### src/rtl/reset_run_sequencer.sv
// reset_run_sequencer: drives a core's active-low reset through NUM_RUNS
// hold->run windows after each start, counting run cycles and heartbeats,
// with an optional no-progress watchdog that ends the sequence early.
//
// Ports:
//   i_clk        system clock, all logic on the rising edge
//   i_rst        synchronous active-low reset
//   i_start      one-cycle pulse, begins a sequence (accepted in IDLE/FINISH)
//   i_abort      ends the sequence at the next edge (ignored in IDLE/FINISH)
//   i_heartbeat  core progress pulse, only counted while in RUN
//   o_core_rst   active-low core reset, 1 only while in RUN
//   o_running    1 while in RUN
//   o_run_idx    0-based index of the current/last run window
//   o_cycle_cnt  RUN cycles elapsed in the current window
//   o_hb_cnt     heartbeats seen in RUN since the last start
//   o_done       sticky, sequence ended (normal end, abort or timeout)
//   o_timeout    sticky, watchdog fired
module reset_run_sequencer #(
  parameter int unsigned POR_CYCLES  = 2,
  parameter int unsigned HOLD_CYCLES = 50,
  parameter int unsigned RUN_CYCLES  = 500,
  parameter int unsigned NUM_RUNS    = 2,
  parameter int unsigned WDOG_CYCLES = 0,
  parameter int unsigned CNT_W       = 32,
  parameter int unsigned IDX_W       = 8
) (
  input  logic             i_clk,
  input  logic             i_rst,
  input  logic             i_start,
  input  logic             i_abort,
  input  logic             i_heartbeat,
  output logic             o_core_rst,
  output logic             o_running,
  output logic [IDX_W-1:0] o_run_idx,
  output logic [CNT_W-1:0] o_cycle_cnt,
  output logic [CNT_W-1:0] o_hb_cnt,
  output logic             o_done,
  output logic             o_timeout
);

  typedef enum logic [1:0] {
    ST_IDLE   = 2'd0,
    ST_HOLD   = 2'd1,
    ST_RUN    = 2'd2,
    ST_FINISH = 2'd3
  } state_t;

  state_t           r_state;
  logic [CNT_W-1:0] r_hold_cnt;
  logic [CNT_W-1:0] r_idle_cnt;
  logic [CNT_W-1:0] r_cycle_cnt;
  logic [CNT_W-1:0] r_hb_cnt;
  logic [IDX_W-1:0] r_run_idx;
  logic             r_core_rst;
  logic             r_running;
  logic             r_done;
  logic             r_timeout;

  logic [CNT_W-1:0] w_cycle_inc;
  logic [CNT_W-1:0] w_idle_nxt;
  logic             w_wdog_fire;
  logic             w_run_end;
  logic             w_last_run;
  logic             w_hold_end;

  // Values the RUN cycle ending at this edge will commit.
  assign w_cycle_inc = r_cycle_cnt + CNT_W'(1);
  // A heartbeat in the final idle cycle clears the count before it can fire.
  assign w_idle_nxt  = i_heartbeat ? '0 : (r_idle_cnt + CNT_W'(1));
  assign w_wdog_fire = (WDOG_CYCLES != 0) && (w_idle_nxt == CNT_W'(WDOG_CYCLES));
  assign w_run_end   = (w_cycle_inc == CNT_W'(RUN_CYCLES));
  assign w_last_run  = (r_run_idx == IDX_W'(NUM_RUNS - 1));
  // Hold counter is loaded with the full length; the cycle it reads 1 is the last.
  assign w_hold_end  = (r_hold_cnt == CNT_W'(1));

  // Sequencer state machine with registered outputs.
  always_ff @(posedge i_clk) begin
    if (!i_rst) begin
      r_state     <= ST_IDLE;
      r_hold_cnt  <= '0;
      r_idle_cnt  <= '0;
      r_cycle_cnt <= '0;
      r_hb_cnt    <= '0;
      r_run_idx   <= '0;
      r_core_rst  <= 1'b0;
      r_running   <= 1'b0;
      r_done      <= 1'b0;
      r_timeout   <= 1'b0;
    end else begin
      case (r_state)
        ST_IDLE, ST_FINISH: begin
          if (i_start) begin
            r_state    <= ST_HOLD;
            r_hold_cnt <= CNT_W'(POR_CYCLES);
            r_run_idx  <= '0;
            r_hb_cnt   <= '0;
            r_done     <= 1'b0;
            r_timeout  <= 1'b0;
          end
        end

        ST_HOLD: begin
          if (i_abort) begin
            r_state <= ST_FINISH;
            r_done  <= 1'b1;
          end else if (w_hold_end) begin
            r_state     <= ST_RUN;
            r_core_rst  <= 1'b1;
            r_running   <= 1'b1;
            r_cycle_cnt <= '0;
            r_idle_cnt  <= '0;
          end else begin
            r_hold_cnt <= r_hold_cnt - CNT_W'(1);
          end
        end

        ST_RUN: begin
          // The cycle being closed is counted even when the sequence ends here.
          r_cycle_cnt <= w_cycle_inc;
          r_idle_cnt  <= w_idle_nxt;
          if (i_heartbeat) begin
            r_hb_cnt <= r_hb_cnt + CNT_W'(1);
          end
          if (i_abort) begin
            r_state    <= ST_FINISH;
            r_core_rst <= 1'b0;
            r_running  <= 1'b0;
            r_done     <= 1'b1;
          end else if (w_wdog_fire) begin
            r_state    <= ST_FINISH;
            r_core_rst <= 1'b0;
            r_running  <= 1'b0;
            r_done     <= 1'b1;
            r_timeout  <= 1'b1;
          end else if (w_run_end) begin
            r_core_rst <= 1'b0;
            r_running  <= 1'b0;
            if (w_last_run) begin
              r_state <= ST_FINISH;
              r_done  <= 1'b1;
            end else begin
              r_state    <= ST_HOLD;
              r_hold_cnt <= CNT_W'(HOLD_CYCLES);
              r_run_idx  <= r_run_idx + IDX_W'(1);
            end
          end
        end

        default: begin
          r_state <= ST_IDLE;
        end
      endcase
    end
  end

  assign o_core_rst  = r_core_rst;
  assign o_running   = r_running;
  assign o_run_idx   = r_run_idx;
  assign o_cycle_cnt = r_cycle_cnt;
  assign o_hb_cnt    = r_hb_cnt;
  assign o_done      = r_done;
  assign o_timeout   = r_timeout;

endmodule

### config.mk
export PLATFORM = sky130hd
export DESIGN_NAME = reset_run_sequencer
export DESIGN_NICKNAME = d
export VERILOG_FILES = /design/src/rtl/reset_run_sequencer.sv
export SDC_FILE = /design/constraint.sdc
export NUM_CORES = 1
export LEC_CHECK = 0
export BUFFER_PORTS_ARGS = -buffer_cell sky130_fd_sc_hd__buf_2
export CORE_AREA = 2 2 120 181
export DETAILED_ROUTE_END_ITERATION = 8
export DIE_AREA = 0 0 122 183
export GPL_TIMING_DRIVEN = 0
export PLACE_DENSITY = 0.5
export RECOVER_POWER = 25
export SLEW_MARGIN = 5
export SYNTH_ARGS = -nofsm -noshare
export SYNTH_HDL_FRONTEND = slang
export SYNTH_SLANG_ARGS = --single-unit
### constraint.sdc
create_clock -name i_clk -period 7.5 [get_ports i_clk]
set_clock_uncertainty 0.1 [all_clocks]
set_input_delay 0.375 -clock i_clk [delete_from_list [all_inputs] [get_ports i_clk]]
set_output_delay 0.375 -clock i_clk [all_outputs]
set_load 0.005 [all_outputs]
Yosys cells after proc, flatten, opt, wreduce, memory -nomap -nowiden --
Cells that the tools add are included.
Storage, ports and cells: bits in registers 108, latch bits 0, memory bits (writable) 0, ROM bits 0, input bits 5, output and inout bits 76, memories 0
Operators by class: add/subtract/negate cells 4, multipliers 0, divide/modulo/power cells 0, magnitude comparators 0, equality and inequality tests 18, shift operators 0, muxes and demuxes 36, bitwise gates (word level) 0, reduce and logical (&&, ||, !) cells 11
Operator list (number):
- 32-bit two-way mux | 10
- 32-bit case mux with 2 select lines | 2
- 32-bit case mux with 3 select lines | 1
- 32-bit by 1-bit adder with 32-bit output (second input constant) | 2
- 32-bit by 1-bit equality test with 1-bit output (second input constant) | 1
- 32-bit by 9-bit equality test with 1-bit output (second input constant) | 1
- 8-bit two-way mux | 4
- 32-bit by 1-bit subtractor with 32-bit output (second input constant) | 1
- 2-bit inequality test (second input constant) | 9
- 8-bit case mux with 2 select lines | 1
- 2-bit two-way mux | 6
- 1-bit two-way mux | 9
- 3-bit inequality test (second input constant) | 3
- 3-bit AND reduction | 3
- 8-bit by 1-bit adder with 8-bit output (second input constant) | 1
- 8-bit by 1-bit equality test with 1-bit output (second input constant) | 1
- 4-bit AND reduction | 2
- 2-bit case mux with 3 select lines | 1
- 6-bit AND reduction | 1
- 5-bit AND reduction | 1
- 2-bit equality test (second input constant) | 2
- 2-bit nonzero test | 2
- 1-bit case mux with 3 select lines | 1
- 2-bit by 1-bit equality test with 1-bit output (second input constant) | 1
- other kinds (3) | 3

Logic depth before layout (Yosys ltp) --
Gate-level depths: netlist of the first run.
depth in word-level cells 5, gate-level depth with buffers 12, depth with buffers taken out 11

Worst setup path before layout of the first run --
OpenSTA, ideal clock, no wires.
path type reg2reg, start point reg r_cycle_cnt[0] (netlist: o_cycle_cnt[0]), end point reg r_hold_cnt[0], library setup time 0.117 ns, arrival 3.250 ns, data required time 7.283 ns, path slack 4.033 ns, cell stages (with the launch flop) 13, buffers on the path 2, clock period less this slack 3.467 ns, cells stage by stage dfxtp_1 -> ha_1 -> nand3_2 -> or3_1 -> clkbuf_1 -> nor3_1 -> a31o_2 -> nand4_1 -> nor4_4 -> o21ai_2 -> o21ai_1 -> buf_2 -> nor2_1
Between the ends: longest elaborated chain between the ends 4
Ends and longest elaborated chain:
- start: declaration | line 51 | logic [CNT_W-1:0] r_cycle_cnt;
- start signal: assignment | line 119 | r_cycle_cnt <= w_cycle_inc;
- 32-bit by 1-bit adder with 32-bit output | line 67 | assign w_cycle_inc = r_cycle_cnt + CNT_W'(1);
- 32-bit by 9-bit equality test with 1-bit output | line 71 | assign w_run_end = (w_cycle_inc == CNT_W'(RUN_CYCLES));
- 2-bit inequality test (no line)
- 6-bit AND reduction (no line)
- end signal: assignment | line 94 | r_hold_cnt <= CNT_W'(POR_CYCLES);
- end signal: assignment | line 113 | r_hold_cnt <= r_hold_cnt - CNT_W'(1);
- end signal: assignment | line 143 | r_hold_cnt <= CNT_W'(HOLD_CYCLES);
- end: declaration | line 49 | logic [CNT_W-1:0] r_hold_cnt;
Every way passes these cells. A chain may end at the register's enable or synchronous reset.

Final worst setup path of the first run --
start point reg r_cycle_cnt[0] (netlist: o_cycle_cnt[0]), end point reg r_hold_cnt[27]
The elaborated chain is that of the path after synthesis.

==> results of run 1 <==
## worst register-to-register path: cells and delay by family, from the launching register on
kind	cells	cell delay [ns]
and+or+nand+nor	5	1.86
AOI/OAI and AO/OA	4	1.06
buffers and inverters	2	0.55
DFF	1	0.50
adders and majority gates	1	0.34
## layout by cell type, fill, tap and decap left out, types with 8 or more instances in the layout
master     instances
dfxtp_1          108
nor2_1           100
a21oi_1           67
clkbuf_1          64
nand2_1           63
buf_2             57
or3_1             39
o21ai_0           33
xor2_1            31
nor3_1            27
nand3_1           26
nand4_1           23
or4_1             21
xnor2_1           17
inv_1             15
and2_1            12
a21o_1            12
o211ai_1          10
o31ai_1           10
mux2i_1            9
and3_1             9
ha_1               9
clkbuf_16          9
a31oi_1            8
## logic make-up (layout without fill, tap and decap cells)
kind of cell | Yosys count | in the layout | synth area share
mux | 9 | 9 | 0.01470
fa+ha+maj | 9 | 9 | 0.01837
simple gates | 363 | 363 | 0.3113
other cells | 1 | 1 | 0.0006118
buf+inv | 67 | 161 | 0.04838
xor+xnor | 48 | 48 | 0.06858
flops | 108 | 108 | 0.3527
compound gates | 181 | 181 | 0.1853
## routing by layer
layer / vias to the layer above / track usage
met3: 25 / 0.02021
met2: 100 / 0.3191
met5: - / 0
li1: 3035 / -
met4: 0 / 0.06529
met1: 2805 / 0.1966
## synth_stat cells (all sizes together), types with 9 or more instances
library cell  number  area [sq um]
and3               9         56.30
a21o              12         90.09
o21ai             37         188.9
nand4             23         143.9
a21oi             67         335.3
nor4               9         83.83
buf               19         116.4
o31ai             10         75.07
nor2             100         375.4
inv               16         60.05
or4               23         180.2
and2              14         87.58
ha                 9         112.6
mux2i              9         90.09
xor2              31         271.5
xnor2             17         148.9
nand2             63         236.5
o211ai            10         75.07
or3               41         266.5
clkbuf            32         120.1
nand3             27         140.1
nor3              27         135.1
dfxtp            108          2162
## flip-flops by register name, indices dropped and copies added, names as in the netlist
register and cells:
o_cycle_cnt 32, o_done 1, o_hb_cnt 32, o_run_idx 8, o_running 1, r_hold_cnt 32
r_state 2
## stage by stage
| stage | util | setup WS [ns] | std cells | power [mW] | hold WS, ns |
|---|---|---|---|---|---|
| 2_1_floorplan | - | 4.033 | 786 | 1.311 | 0.3463 |
| 3_3_place_gp | 0.3306 | 2.956 | 1132 | 1.530 | 0.3617 |
| 3_5_place_dp | 0.3306 | 2.925 | 1132 | 1.534 | 0.3668 |
| 4_1_cts | 0.3459 | 2.913 | 1148 | 2.043 | 0.2631 |
| 5_1_grt | 0.3440 | 2.711 | 1148 | 2.167 | 0.2936 |
| 6_report | 0.3440 | 2.978 | 1148 | 2.019 | 0.2731 |
## worst min-delay path by stage
stage | end | slack [ns] | cells after the start
floorplan | r_hold_cnt[27]$_SDFFE_PN0P_ | 0.35 | 2
global placement | r_hold_cnt[27]$_SDFFE_PN0P_ | 0.36 | 2
detailed placement | r_hold_cnt[5]$_SDFFE_PN0P_ | 0.37 | 2
CTS | r_state[0]$_SDFFE_PN0P_ | 0.26 | 3
global route | r_state[0]$_SDFFE_PN0P_ | 0.29 | 3
finish | r_state[0]$_SDFFE_PN0P_ | 0.27 | 3
## power by group
group          switching [mW]  leakage, nW  internal, mW  total [mW]
registers              0.0636        0.872         0.635       0.699
logic                   0.506         1.53         0.312       0.818
clock network           0.261        0.153         0.241       0.502
total                   0.830         2.55          1.19        2.02
## final cells by class
cell class	count	area [sq um]	share of cell area
tap	268	335.3	0.04701
clock inverter	7	93.84	0.01316
multi-input combinational	611	3671	0.5146
timing repair buffer	78	349.1	0.04894
buffer	51	236.5	0.03315
inverter	16	60.06	0.008420
clock buffer	9	225.2	0.03157
sequential	108	2162	0.3031
==> impl_metrics.json, run 1 <==
{
  "netlist_area_sq_mm": 0.006130,
  "critPathArrivalTime_ns": 4.67,
  "synth-seq-cells": 108,
  "routed.top_layer": "met4",
  "drive_gt1_frac": 0.1159,
  "drt_wl_total_um": 18830,
  "hp-start": "i_abort",
  "clock_latency_ns": 0.37,
  "die_width_um": 122,
  "detail_route.wl_per_cell_um": 16.40,
  "hold_buffers": 0,
  "yosys_warnings": 0,
  "layout_min_cycle_time_ns": 4.522,
  "nets": 889,
  "path_depth": 12,
  "met3WireLength_um": 503,
  "cts_sinks": 108,
  "required_ns": 7.65,
  "met1_length_um": 7989,
  "place_hpwl_um": 14170,
  "chipHeight_um": 183,
  "period_share": 0.6029,
  "p_leak_nw": 2.551,
  "clock.fmax_mhz": 221.2,
  "rsz0062_at_grt": "false",
  "root_buffer": "clkbuf_16",
  "netlist_instances": 786,
  "hold_viol": 0,
  "cts_buffer_depth": 2,
  "r2r_cells": 12,
  "dr.pass1.iters": 4,
  "antenna_found_initial": 0,
  "grt_start_max_net_pins": 23,
  "worstMarginPinSlew_ns": 0.8576,
  "path_buf_inv": 2,
  "first_iter_violations": 275,
  "startpoint": "o_cycle_cnt[0]$_SDFFE_PN0P_",
  "cts_setup_buffers": 0,
  "fp-row-count": 65,
  "slew_violations": 0,
  "synth.distinct_cells": 65,
  "clkSlewWorstSetupHoldPaths_ns": 0.08,
  "hold_path.class": "in2reg",
  "power_density_mw_per_mm2": 283.0,
  "cts_tree": "built",
  "diodes": 0,
  "worstPathCellList": "ha_1 -> nand3_2 -> or3_1 -> clkbuf_1 -> nor3_1 -> a31o_2 -> nand4_1 -> nor4_4 -> o21ai_2 -> o21ai_1 -> buf_2 -> a21oi_1",
  "ys_async_sr_fraction": 0,
  "r2r-end": "r_hold_cnt[27]$_SDFFE_PN0P_",
  "crit_type": "reg2reg",
  "finalSetupViolations": 0,
  "cp_max_fo": 10,
  "cap_violations": 0,
  "core_sq_mm": 0.02074,
  "nFillCells": 2251,
  "ir_worst_vdd_v": 0.0001055,
  "io-pin-count": 81,
  "cts_buffers": 9,
  "r2r_slack_ns": 2.98,
  "cts_resized": 0,
  "postSynthAreaPerCell_sq_um": 7.799,
  "die_area_sq_mm": 0.02233,
  "synth_nets": 800,
  "area_growth_pct": 16.37,
  "ys_seq_area_frac": 0.3527,
  "avgViaCountPerCell": 5.196,
  "met2_length_um": 9914,
  "grt_first_pass_wirelength_um": 30360,
  "drc": 0,
  "final_area_sq_mm": 0.007133,
  "port_buffers": 78,
  "timing.rr.start": "o_cycle_cnt[0]$_SDFFE_PN0P_",
  "htree_levels": 3,
  "gp_congestion": 0.8518,
  "place_area_sq_mm": 0.006855,
  "vias": 5965,
  "overflow": 0,
  "status": "completed",
  "gr-usage-all-layers": 0.1715,
  "relSlewSlack": 0.4245,
  "critPathCaptureType": "flop",
  "slowest_delay_ns": 0.63,
  "synth_flop_cell": "dfxtp_1",
  "grt_pass1_vias": 5622,
  "start_util": 0.2956,
  "slowest_stage": "nor4_4",
  "finalSetupTns_ns": 0,
  "ant_nets": 0,
  "path_delay_family": "simple AND/OR/NAND/NOR gates",
  "critPathCapture": "r_hold_cnt[27]$_SDFFE_PN0P_",
  "synth_edf_count": 0,
  "startpoint_type": "flop"
}
Note: power is estimated with default switching activity, not from simulation.
==> run 2: changes to the inputs <==
--- a/config.mk
+++ b/config.mk
@@ -5,10 +5,11 @@
 export SDC_FILE = /design/constraint.sdc
 export NUM_CORES = 1
 export LEC_CHECK = 0
+export ABC_AREA = 1
 export BUFFER_PORTS_ARGS = -buffer_cell sky130_fd_sc_hd__buf_2
-export CORE_AREA = 2 2 120 181
+export CORE_AREA = 2 2 126 190
 export DETAILED_ROUTE_END_ITERATION = 8
-export DIE_AREA = 0 0 122 183
+export DIE_AREA = 0 0 128 192
 export GPL_TIMING_DRIVEN = 0
 export PLACE_DENSITY = 0.5
 export RECOVER_POWER = 25
==> constraint.sdc (replaced) <==
create_clock -name i_clk -period 4.4 [get_ports i_clk]
set_clock_uncertainty 0.1 [all_clocks]
set_input_delay 0.22 -clock i_clk [delete_from_list [all_inputs] [get_ports i_clk]]
set_output_delay 0.22 -clock i_clk [all_outputs]
set_load 0.005 [all_outputs]
==> impl_metrics.json, run 2 <==
{
  "status": "completed",
  "die_width_um": 128,
  "cpMostUsedCell": "nand2_1",
  "htree_levels": 3,
  "relSlewSlack": 0.4977,
  "worstPathCellList": "inv_1 -> ha_1 -> buf_6 -> nand2_1 -> nand3_4 -> nor3_2 -> nand2_1 -> nor2_2 -> inv_1 -> nor2_1 -> nand3_1 -> nor2_1 -> nand2_1 -> nor3_1 -> nor3_1",
  "synth_nets": 1099,
  "vias": 7245,
  "p_sw_frac": 0.5007,
  "synth_flop_cell": "dfxtp_1",
  "ant_nets": 0,
  "switching_power_mw": 2.541,
  "gp_congestion": 0.8619,
  "synth.area.top_cells": "dfxtp_1 (32%), nand2_1 (15%), nor2_1 (7.7%)",
  "cts_buffer_depth": 2,
  "yosys_warnings": 0,
  "fp-row-count": 68,
  "die_area_sq_mm": 0.02458,
  "ys_async_sr_fraction": 0,
  "slowest_delay_ns": 0.34,
  "rsz0062_at_grt": "false",
  "fin_util": 0.3434,
  "required_ns": 4.53,
  "netlist_instances": 1085,
  "nets": 1189,
  "io-pin-count": 81,
  "hold_buffers": 0,
  "cts_tree": "built",
  "port_buffers": 79,
  "cap_violations": 0,
  "crit_type": "reg2reg",
  "first_iter_violations": 432,
  "finalSetupViolations": 0,
  "slew_violations": 0,
  "path_buf_inv": 3,
  "synth_edf_count": 0,
  "grt_first_pass_wirelength_um": 36380,
  "clock.fmax_mhz": 337.1,
  "layout_min_cycle_time_ns": 2.967,
  "grt_pass1_vias": 7054,
  "worstMarginPinSlew_ns": 0.7535,
  "critPathCaptureType": "flop",
  "p_leak_nw": 3.138,
  "final_common_cell": "nand2_1",
  "finalSetupTns_ns": 0,
  "root_buffer": "clkbuf_16",
  "clock_power_share": 0.174,
  "synth-seq-cells": 108,
  "ir_worst_vdd_v": 0.0002973,
  "seqPwrFrac": 0.256,
  "hold_viol": 0,
  "hold_path.class": "in2reg",
  "overflow": 0,
  "detail_route.wl_per_cell_um": 15.48,
  "chipHeight_um": 192,
  "synth.distinct_cells": 43,
  "post-synth-top-count-cell": "nand2_1",
  "cts_buffers": 9,
  "startpoint_type": "flop",
  "diodes": 0,
  "place_area_sq_mm": 0.007548,
  "netlist_area_sq_mm": 0.006803,
  "cts_setup_buffers": 0,
  "cp_max_fo": 8,
  "grt_start_max_net_pins": 19,
  "yosysTopAreaCell": "dfxtp_1",
  "postSynthAreaPerCell_sq_um": 6.270,
  "final_cell_mix": "nand2_1 (272), nor2_1 (139), inv_1 (114), dfxtp_1 (108), nand3_1 (96)",
  "power_frac_comb": 0.570,
  "avgViaCountPerCell": 4.962,
  "dr.pass1.iters": 5,
  "yosys.area.top_type_share": 0.3178,
  "intPower_mw": 2.534,
  "ys_seq_area_frac": 0.3178,
  "power_density_mw_per_mm2": 648.1,
  "gr-usage-all-layers": 0.1884,
  "place_hpwl_um": 17440,
  "period_share": 0.6742,
  "drt_wl_total_um": 22600,
  "core_sq_mm": 0.02280,
  "drc": 0,
  "synthTopCellsByCount": "nand2_1 (272), nor2_1 (139), inv_1 (114), dfxtp_1 (108), nand3_1 (96)",
  "clock_latency_ns": 0.37,
  "critPathArrivalTime_ns": 3.10,
  "drive_gt1_frac": 0.08729,
  "area_growth_pct": 15.10,
  "clkSlewWorstSetupHoldPaths_ns": 0.08,
  "antenna_found_initial": 0,
  "path_delay_family": "simple AND/OR/NAND/NOR gates",
  "slowest_stage": "dfxtp_1",
  "cts_resized": 0,
  "start_util": 0.2983,
  "cts_sinks": 108,
  "final_area_sq_mm": 0.007830
}
==> run 2: cell count changes after synthesis, moves of 24 or more <==
cell / change
nand2_1: +209
inv_1: +99
nand3_1: +70
nor2_1: +39
or3_1: -39
a21oi_1: +24
==> run 2: layout make-up <==
type	count	area (sq um)
Timing Repair Buffer	79	365.4
Tap cell	280	350.3
Sequential cell	108	2162
Clock inverter	6	72.57
Inverter	116	435.4
Multi-Input combinational cell	818	4001
Fill cell	2551	14970
Buffer	43	203.9
Clock buffer	10	239.0
==> run 2: logic make-up (layout without fill, tap and decap cells) <==
family | after synthesis | after routing | synth area share
and+or+nand+nor | 620 | 620 | 0.4045
buffers and inverters | 159 | 254 | 0.09399
AOI/OAI and AO/OA | 154 | 154 | 0.1229
xor gates and xnor gates | 34 | 34 | 0.04377
other | 1 | 1 | 0.0005512
DFF | 108 | 108 | 0.3178
adders and majority gates | 9 | 9 | 0.01655
==> run 2: final timing paths <==
path	slack [ns]	endpoint	start	cells past startpoint
setup reg to reg	1.43	o_hb_cnt[24]$_SDFFE_PN0P_	r_state[0]$_SDFFE_PN0P_	15
hold reg to reg	0.35	o_hb_cnt[31]$_SDFFE_PN0P_	o_hb_cnt[31]$_SDFFE_PN0P_	1
setup / recovery	1.43	o_hb_cnt[24]$_SDFFE_PN0P_	r_state[0]$_SDFFE_PN0P_	15
hold / removal	0.09	o_done$_SDFFE_PN0P_	i_start	4
==> run 2: power groups by stage <==
| stage | Clock (mW) | Sequential, mW | Combinational [mW] |
|---|---|---|---|
| 3_5_place_dp | 0 | 1.32 | 2.89 |
| 3_3_place_gp | 0 | 1.32 | 2.92 |
| 4_1_cts | 0.913 | 1.30 | 2.91 |
| 2_1_floorplan | 0 | 1.27 | 2.12 |
| 6_report | 0.885 | 1.30 | 2.89 |
| 5_1_grt | 0.948 | 1.32 | 3.27 |
==> run 2: per-stage QoR <==
stage          instances  hold WS (ns)  setup slack [ns]  power, mW
5_1_grt             1460       0.08537             1.149      5.539
2_1_floorplan       1085        0.3263             1.973      3.387
6_report            1460       0.09204             1.433      5.075
4_1_cts             1460       0.07751             1.424      5.122
3_3_place_gp        1444        0.3369             1.463      4.239
3_5_place_dp        1444        0.3442             1.437      4.212
==> run 2: worst register-to-register path: cells and delay by family (launching register included) <==
kind,cells,cell delay (ns)
buffers and inverters,3,0.30
DFF,1,0.34
and+or+nand+nor,11,1.79
adders and majority gates,1,0.31
==> run 2: metal layers <==
layer,GRT usage,vias up,part of all wire
li1,-,3748,-
met2,0.3363,158,0.51
met1,0.2152,3295,0.41
met4,0.09172,0,0.036
met5,0,-,0
met3,0.03315,44,0.041
==> run 3: changes to the inputs <==
==> constraint.sdc (replaced) <==
create_clock -name i_clk -period 3.1 [get_ports i_clk]
set_clock_uncertainty 0.1 [all_clocks]
set_input_delay 0.155 -clock i_clk [delete_from_list [all_inputs] [get_ports i_clk]]
set_output_delay 0.155 -clock i_clk [all_outputs]
set_load 0.005 [all_outputs]
==> impl_metrics.json, run 3 (synthesized netlist as in run 2, its figures left out) <==
{
  "status": "completed",
  "hold_viol": 0,
  "numPlacedInstances": 1444,
  "slew_violations": 0,
  "vias": 7210,
  "r2r_cells": 15,
  "antenna_found_initial": 0,
  "grt_first_pass_wirelength_um": 36380,
  "chipHeight_um": 192,
  "diodes": 0,
  "slowest_delay_ns": 0.34,
  "final_common_cell": "nand2_1",
  "worstHoldEndpoint": "o_done$_SDFFE_PN0P_",
  "dr.pass1.iters": 5,
  "avgViaCountPerCell": 4.938,
  "hold_path.class": "in2reg",
  "layout_min_cycle_time_ns": 2.841,
  "htree_levels": 3,
  "multi_input_area_sq_mm": 0.004018,
  "p_leak_nw": 3.149,
  "r2r_slack_ns": 0.26,
  "relSlewSlack": 0.4836,
  "start_util": 0.2983,
  "clock.fmax_mhz": 352.0,
  "cts_buffer_depth": 2,
  "cap_violations": 0,
  "ant_nets": 0,
  "clock_latency_ns": 0.37,
  "worstMarginPinSlew_ns": 0.7746,
  "clkSlewWorstSetupHoldPaths_ns": 0.08,
  "drive_gt1_frac": 0.09153,
  "core_sq_mm": 0.02280,
  "root_buffer": "clkbuf_16",
  "io-pin-count": 81,
  "ir_worst_vdd_v": 0.0004205,
  "detail_route.wl_per_cell_um": 15.49,
  "cpMostUsedCell": "nand2_1",
  "power_density_mw_per_mm2": 919.7,
  "drc": 0,
  "gp_congestion": 0.8619,
  "rsz0062_at_grt": "false",
  "die_area_sq_mm": 0.02458,
  "critPathCaptureType": "flop",
  "regArea_sq_mm": 0.002165,
  "final_area_sq_mm": 0.007849,
  "required_ns": 3.23,
  "first_iter_violations": 400,
  "cts_tree": "built",
  "fp-row-count": 68,
  "grt_start_max_net_pins": 19,
  "drt_wl_total_um": 22620,
  "port_buffers": 79,
  "area_growth_pct": 15.38,
  "place_area_sq_mm": 0.007548,
  "final_cells": 1460,
  "nets": 1189,
  "die_width_um": 128,
  "critPathArrivalTime_ns": 2.97,
  "p_total_mw": 7.219,
  "r2r-end": "o_hb_cnt[24]$_SDFFE_PN0P_",
  "timing.rr.start": "r_state[0]$_SDFFE_PN0P_",
  "cts_buffers": 9,
  "cp_max_fo": 8,
  "min_path_cells": 4,
  "final_cell_mix": "nand2_1 (272), nor2_1 (137), inv_1 (114), dfxtp_1 (106), nand3_1 (95)",
  "hp-start": "i_start",
  "finalSetupViolations": 0,
  "cts_sinks": 108,
  "gr-usage-all-layers": 0.1884,
  "grt_pass1_vias": 7054,
  "finalSetupTns_ns": 0,
  "overflow": 0,
  "period_share": 0.9165,
  "slowest_stage": "dfxtp_1",
  "crit_type": "reg2reg",
  "nFillCells": 2546,
  "place_hpwl_um": 17440,
  "worstPathCellList": "inv_1 -> ha_1 -> buf_6 -> nand2_1 -> nand3_4 -> nor3_4 -> nand2_1 -> nor2_2 -> inv_1 -> nor2_2 -> nand3_1 -> nor2_1 -> nand2_1 -> nor3_1 -> nor3_1",
  "startpoint_type": "flop"
}
==> run 3: changes by cell type in the layout (fill, tap and decap cells not counted) <==
cell | previous run | this run
dfxtp_1 | 108 | 106
dfxtp_2 | 0 | 2
nor2_1 | 139 | 137
nor2_2 | 3 | 5
nand3_1 | 96 | 95
nand3_2 | 1 | 2
nor3_2 | 1 | 0
nor3_4 | 0 | 1
==> run 3: worst max-delay path, delay by kind of cell (launching register included) <==
family        cells  cell delay [ns]
simple gates     11             1.64
flops             1             0.34
buf+inv           3             0.31
fa+ha+maj         1             0.31
==> run 3: worst max-delay path by stage <==
stage,from,end,slack (ns)
after detailed placement,r_state[0]$_SDFFE_PN0P_,o_hb_cnt[24]$_SDFFE_PN0P_,0.14
after global placement,r_state[0]$_SDFFE_PN0P_,o_hb_cnt[24]$_SDFFE_PN0P_,0.16
after CTS,r_state[0]$_SDFFE_PN0P_,o_hb_cnt[24]$_SDFFE_PN0P_,0.12
final,r_state[0]$_SDFFE_PN0P_,o_hb_cnt[24]$_SDFFE_PN0P_,0.26
after global routing,o_cycle_cnt[9]$_SDFFE_PN0P_,r_hold_cnt[8]$_SDFFE_PN0P_,0.01
after floorplan,r_state[0]$_SDFFE_PN0P_,o_hb_cnt[24]$_SDFFE_PN0P_,0.67
==> run 3: final cells by class <==
type | instances | area share
inverters | 116 | 0.05548
multi-input cells | 818 | 0.5119
clock inverters | 6 | 0.009246
clock buffers | 10 | 0.03045
well taps | 280 | 0.04464
repair buffers | 79 | 0.04655
flip-flops and latches | 108 | 0.2758
plain buffers | 43 | 0.02598
==> run 3: per-layer routing <==
metal | vias up | track usage | part of all wire | wire length, um
li1 | 3747 | - | - | -
met1 | 3283 | 0.2152 | 0.42 | 9506
met2 | 130 | 0.3363 | 0.50 | 11410
met3 | 50 | 0.03315 | 0.036 | 823
met4 | 0 | 0.09172 | 0.039 | 874
met5 | - | 0 | 0 | 0
==> run 3: metrics by stage <==
step	util	setup slack [ns]	hold WS [ns]
2_1_floorplan	-	0.6728	0.2613
3_3_place_gp	0.3310	0.1627	0.3369
3_5_place_dp	0.3310	0.1367	0.3442
4_1_cts	0.3447	0.1237	0.01251
5_1_grt	0.3442	0.009918	0.02037
6_report	0.3442	0.2589	0.02480
==> run 3: report_power, final <==
part           internal, mW  switching [mW]  leakage, nW
clock                 0.658           0.603        0.149
combinational          1.35            2.77         2.13
sequential             1.59           0.252        0.874
==> run 3: repair_timing <==
item	4_1_cts	5_1_grt
setup endpoints to repair	0	34
buffers inserted	0	0
resized for setup	0	6
hold buffers	0	0
